$ cat src/rtl/imem_multiport.sv
`default_nettype none
// ============================================================================
// Module   : imem_multiport
// Purpose  : Multi-slot instruction memory. Each request returns FETCH_WIDTH
//            consecutive words through a single-entry valid/ready response
//            register, with alignment/range checks, a program-load write
//            port and a flush input from the fetch redirect logic.
// Revision : 1.0  initial release
// ============================================================================
module imem_multiport #(
  parameter int IMEM_SIZE     = 16,
  parameter int IMEM_WORDSIZE = 32,
  parameter int FETCH_WIDTH   = 2
) (
  input  logic                                 clk,
  input  logic                                 rst,
  input  logic                                 req_valid,
  output logic                                 req_ready,
  input  logic [31:0]                          req_addr,
  output logic                                 rsp_valid,
  input  logic                                 rsp_ready,
  output logic [31:0]                          rsp_addr,
  output logic [FETCH_WIDTH*IMEM_WORDSIZE-1:0] rsp_instr,
  output logic [FETCH_WIDTH-1:0]               rsp_slot_valid,
  output logic                                 rsp_fault,
  input  logic                                 flush,
  input  logic                                 wr_en,
  input  logic [31:0]                          wr_addr,
  input  logic [IMEM_WORDSIZE-1:0]             wr_data
);

  localparam int          c_aw   = (IMEM_SIZE > 1) ? $clog2(IMEM_SIZE) : 1;
  localparam logic [31:0] c_size = 32'(IMEM_SIZE);

  logic [IMEM_WORDSIZE-1:0] r_mem [IMEM_SIZE];

  logic [31:0]                          w_base;
  logic                                 w_fault;
  logic [FETCH_WIDTH-1:0]               w_slot_vld;
  logic [FETCH_WIDTH*IMEM_WORDSIZE-1:0] w_slot_data;
  logic [31:0]                          w_wr_idx;
  logic                                 w_wr_ok;
  logic                                 w_accept;

  logic                                 r_rsp_valid;
  logic [31:0]                          r_rsp_addr;
  logic [FETCH_WIDTH*IMEM_WORDSIZE-1:0] r_rsp_instr;
  logic [FETCH_WIDTH-1:0]               r_rsp_slot_valid;
  logic                                 r_rsp_fault;

  // Word index of slot 0; a fault suppresses every slot.
  assign w_base  = {2'b00, req_addr[31:2]};
  assign w_fault = (req_addr[1:0] != 2'b00) || (w_base >= c_size);

  // Per-slot range check and read; slots past the end read as zero (no wrap).
  for (genvar gi = 0; gi < FETCH_WIDTH; gi++) begin : g_slot
    logic [31:0] w_idx;
    assign w_idx          = w_base + 32'(gi);
    assign w_slot_vld[gi] = !w_fault && (w_idx < c_size);
    assign w_slot_data[gi*IMEM_WORDSIZE +: IMEM_WORDSIZE] =
      w_slot_vld[gi] ? r_mem[w_idx[c_aw-1:0]] : '0;
  end

  // Load port accepts only aligned, in-range word addresses.
  assign w_wr_idx = {2'b00, wr_addr[31:2]};
  assign w_wr_ok  = wr_en && (wr_addr[1:0] == 2'b00) && (w_wr_idx < c_size);

  // Memory array: not reset; writes land after the read data is captured.
  always_ff @(posedge clk) begin
    if (w_wr_ok) begin
      r_mem[w_wr_idx[c_aw-1:0]] <= wr_data;
    end
  end

  assign req_ready = !flush && (!r_rsp_valid || rsp_ready);
  assign w_accept  = req_valid && req_ready;

  // Single-entry response register: reset > accept > flush/consume > hold.
  always_ff @(posedge clk) begin
    if (rst) begin
      r_rsp_valid      <= 1'b0;
      r_rsp_addr       <= '0;
      r_rsp_instr      <= '0;
      r_rsp_slot_valid <= '0;
      r_rsp_fault      <= 1'b0;
    end else if (w_accept) begin
      r_rsp_valid      <= 1'b1;
      r_rsp_addr       <= req_addr;
      r_rsp_instr      <= w_slot_data;
      r_rsp_slot_valid <= w_slot_vld;
      r_rsp_fault      <= w_fault;
    end else if (flush || (r_rsp_valid && rsp_ready)) begin
      r_rsp_valid      <= 1'b0;
    end
  end

  assign rsp_valid      = r_rsp_valid;
  assign rsp_addr       = r_rsp_addr;
  assign rsp_instr      = r_rsp_instr;
  assign rsp_slot_valid = r_rsp_slot_valid;
  assign rsp_fault      = r_rsp_fault;

endmodule
`default_nettype wire

$ cat config.mk
export PLATFORM = sky130hd
export DESIGN_NAME = imem_multiport
export DESIGN_NICKNAME = d
export VERILOG_FILES = /design/src/rtl/imem_multiport.sv
export SDC_FILE = /design/constraint.sdc
export NUM_CORES = 1
export LEC_CHECK = 0
export BUFFER_PORTS_ARGS = -buffer_cell sky130_fd_sc_hd__buf_4
export CORE_ASPECT_RATIO = 1.1
export CORE_MARGIN = 2
export CORE_UTILIZATION = 24
export CTS_CLUSTER_SIZE = 24
export DETAILED_ROUTE_END_ITERATION = 10
export SLEW_MARGIN = 5
export SYNTH_ARGS = -nofsm -noshare
export SYNTH_HDL_FRONTEND = slang
export SYNTH_SLANG_ARGS = --single-unit
$ cat constraint.sdc
create_clock -name clk -period 10.1 [get_ports clk]
set_input_delay 2.02 -clock clk [delete_from_list [all_inputs] [get_ports clk]]
set_output_delay 2.02 -clock clk [all_outputs]
set_load 0.01 [all_outputs]
Word level (Yosys, flattened, before mapping)
Memories as Yosys holds them, arrays and structs flattened. Cells that the tools add are included.

Magnitude comparators: 4. Add/sub/neg operators: 1. Multiplexer cells: 6. Reductions and logical operators: 16.

Operators with widths (number): $mux W32 (2); $lt A30 B5 Y1 const B (2); $add A30 B1 Y31 const B (1); $lt A31 B5 Y1 const B (1); $ge A30 B5 Y1 const B (1); $logic_and A1 B1 Y1 (7); $mux W1 (4); $reduce_bool A2 Y1 (2); $logic_not A1 Y1 (3); $logic_or A1 B1 Y1 (3); $logic_not A2 Y1 (1).

Bits in writable memories: 512. Bits of input ports: 102. Output and inout port bits: 101. Register bits: 100. Memories kept: 1.

Memory list: r_mem (depth 16, width 32, rd ports 2, clocked after Yosys merged registers in 0, wr ports 1, line 35) `logic [IMEM_WORDSIZE-1:0] r_mem [IMEM_SIZE];`.

Depth between registers and ports, before layout
Depth in word-level cells: 5. Depth in mapped cells: 13. Mapped depth without buffers: 7.

Worst setup path before layout
No wires, ideal clock.

Path type: input -> register. Start point: input wr_addr[1]. End point: memory r_mem[0][0] (enable). Arrival time: 5.144 ns. Required time: 9.632 ns. Slack: 4.488 ns. Cell stages on the path: 4. Path through: nor4b_1 nand4_1 nor4_1 nor3b_1.

Word-level cells in the longest chain between the ends: 5.

Ends and longest elaborated chain: from (decl) (line 28) `input logic [31:0] wr_addr,`; $logic_not A2 Y1 (line 66) `assign w_wr_ok = wr_en && (wr_addr[1:0] == 2'b00) && (w_wr_idx < c_size);`; $logic_and A1 B1 Y1 (2 in a row) (line 66); $mux W1 (line 70) `if (w_wr_ok) begin`; $mux W1 (implied by the code) (line 71) `r_mem[w_wr_idx[c_aw-1:0]] <= wr_data;`; to (decl) (line 35).

No other way between the ends.

Worst setup path after layout
Start point: input req_addr[2]. End point: register r_rsp_instr[61], in the netlist rsp_instr[61].

Word-level cells in the longest chain between the ends: 5. Elaborated cells between the ends (all ways): 8.

Ends and longest elaborated chain: from (decl) (line 19) `input logic [31:0] req_addr,`; branches (longest 4 deep; another with $add A30 B1 Y31); $mux W32 (*) (line 61) `w_slot_vld[gi] ? r_mem[w_idx[c_aw-1:0]] : '0;`; to (signal assigned) (line 89) `r_rsp_instr <= w_slot_data;`; to (decl) (line 47) `logic [FETCH_WIDTH*IMEM_WORDSIZE-1:0] r_rsp_instr;`.

Every way passes the cells marked *. A chain may end at the register's enable or synchronous reset.

==> impl_metrics.yaml <==
worst_hold_path:
  worstHoldPathType: "reg -> reg"
  hold_depth: 2
clocking:
  cts_resized: 0
  insertion_delay_ps: 620
  post_cts.repair.setup_buffers: 0
  cts_made_buffers: 61
  htreeDepth: 2
  clk_transition_reported_paths_ps: 70
  clockBufferDepth: 3
  ctsRootBufferMaster: "clkbuf_16"
  cts_tree: "built"
  holdBufCountCts: 0
  cts.sinks: 612
logic_synthesis:
  syn_area_per_cell_um2: 17.03
  syn_nets: 1688
  yosys-top-cells-count: "edfxtp_1, mux4_2, nand2_1"
  yosysMostFrequentCell: "edfxtp_1"
  yosysUniqueCellTypes: 42
  yosysTopAreaCell: "edfxtp_1"
  ys_async_sr_fraction_pct: 0
  netlist_instances: 1584
  yosysWarnings: 0
  yosysSeqAreaShare_pct: 64.41
  synth_edf_count: 512
  synth_top_cell_area_share_pct: 56.99
  synthesis.area_um2: 26980
  yosys-top-cells-area: "edfxtp_1, mux4_2, dfxtp_1, nand2_1, a211oi_1"
  synth-seq-cells: 612
  synth_ff_type: "edfxtp_1"
placement:
  gp_congestion: 0.7509
  dp_hpwl_um: 44410
  port_buffers: 202
  dpl.cell_count: 3210
timing:
  fmax_mhz: 184.7
  slew_violations: 0
  tightest_slew_ps: 1220
  finClkSkew_ps: 23.94
  fin_crit_sh_pct: 53.62
  max_slew_margin_pct: 18.38
  min_period_ps: 5415
  rsz0062_at_grt: "no"
  fin_setup_tns_ps: 0
  hold_violations: 0
  finalSetupViolCount: 0
grt:
  track_usage_pct: 13.09
  grt_max_degree: 97
  grt_pass1_wl_um: 111900
  overflow: 0
  grt_pass1_vias: 16550
  antenna_found_initial: 8
power_and_ir_drop:
  power_density_nw_per_um2: 172.2
  swShare_pct: 21.55
  ir_drop_v: 0.0001322
  p_sw_mw: 1.205
  p_clk_share_pct: 43.5
  seq_power_share_pct: 49.0
  combPwrFrac_pct: 7.4
  p_int_mw: 4.385
  power_leakage_nw: 10.57
  fin_total_pwr_mw: 5.590
drt:
  dr.pass1.iters: 7
  drtAntennaViolNets: 0
  wl_per_cell_um: 23.02
  wirelength_um: 76570
  drc: 0
  vias_per_cell: 4.816
  vias: 16020
  drt_iter0_drc: 1482
cells_and_area:
  num-nets-final: 1871
  drive_gt1_share_pct: 34.10
  nFillCells: 11080
  area_growth_pct: 20.35
  multi_input_area_um2: 8972
  layout.cells.non_filler: 3326
  ff_latch_area_um2: 17380
floorplanning:
  fp.dieArea_um2: 115100
  ios: 203
  start_util_pct: 24.09
  core_um2: 112000
  die_x_um: 323.7
  die_h_um: 355.7
  rows: 129
outcome:
  status: "complete, no violations"
setup_path:
  crit_path_start_kind: "input pin"
  required_ps: 10540
  r2r_cells: 7
  cp-end-kind: "flop"
  critPathArrivalTime_ps: 5860
  path_class: "in -> reg"
  path_max_fanout: 96
job:
  drv_cap: 0
placed cells by master, fill, tap and decap left out, types with 13 or more instances in the layout:
master / instances
clkbuf_16: 63
nor4_1: 13
a211oi_1: 63
a31oi_1: 33
edfxtp_1: 512
dfxtp_1: 100
o22ai_1: 33
a22o_1: 32
a21boi_0: 32
nor2b_1: 35
o21ai_1: 31
buf_4: 235
nand2_1: 165
inv_1: 66
mux4_2: 256
a21oi_1: 33
power by group through the flow:
stage | clock (mW) | sequential, mW | combinational, mW
finish | 2.43 | 2.74 | 0.416
global route | 2.57 | 2.74 | 0.450
CTS | 2.48 | 2.74 | 0.421
detailed placement | 0 | 2.79 | 0.420
global placement | 0 | 2.79 | 0.411
floorplan | 0 | 2.80 | 0.263
stage by stage:
step | setup WS [ps] | hold WS, ps | utilization (%) | area [um2]
after detailed placement | 3963 | 444.1 | 27.03 | 30280
after global routing | 4399 | 463.9 | 28.99 | 32470
after CTS | 4628 | 453.2 | 28.98 | 32470
after global placement | 4081 | 444.3 | 27.03 | 30280
final | 4685 | 450.6 | 28.99 | 32470
after floorplan | 4488 | 473.7 | - | 26980
layout make-up:
class | instances | area share, %
Inverter | 66 | 0.7629
Clock inverter | 33 | 1.352
Multi-Input combinational cell | 788 | 27.63
Clock buffer | 81 | 5.371
Timing Repair Buffer | 238 | 5.549
Antenna cell | 2 | 0.01541
Sequential cell | 612 | 53.51
Tap cell | 1506 | 5.803
registers in the layout, indices dropped and copies added, names as in the netlist:
| register | count |
|---|---|
| r_mem | 512 |
| rsp_instr | 64 |
| rsp_addr | 32 |
| rsp_slot_valid | 2 |
| rsp_fault | 1 |
| rsp_valid | 1 |
metal layers:
metal  track usage (%)  vias to the layer above  wire length, um
met1             16.69                     8419            30730
met5                 0                        -               68
li1                  -                     6803                -
met2             22.41                      656            37970
met3             2.961                      127             6151
met4             3.241                       12             1654
logic make-up (layout without fill, tap and decap cells):
| logic type | count (synthesis) | count (layout) | share of synthesized area, % |
|---|---|---|---|
| compound gates | 267 | 267 | 6.729 |
| fa+ha+maj | 2 | 2 | 0.09274 |
| buf+inv | 184 | 418 | 2.885 |
| flops | 612 | 612 | 64.41 |
| mux | 256 | 256 | 21.37 |
| other cells | 0 | 2 | 0 |
| simple gates | 263 | 263 | 4.517 |
critical path: stages:
cell	delay, ps
buf_8	620
inv_1	190
ha_4	810
buf_4	780
buf_4	510
mux4_2	370
inv_1	60
o22ai_1	80
a211oi_1	260
o21ai_1	80
path summary, 6_finish.rpt:
path	start	end	slack [ps]
worst max register to register	rsp_valid	rsp_instr[63]	7190
worst max-delay path	req_addr[2]	rsp_instr[61]	4680
worst min register to register	rsp_instr[32]	rsp_instr[32]	450
worst min-delay path	rsp_instr[32]	rsp_instr[32]	450
Note: power is estimated with default switching activity, not from simulation.
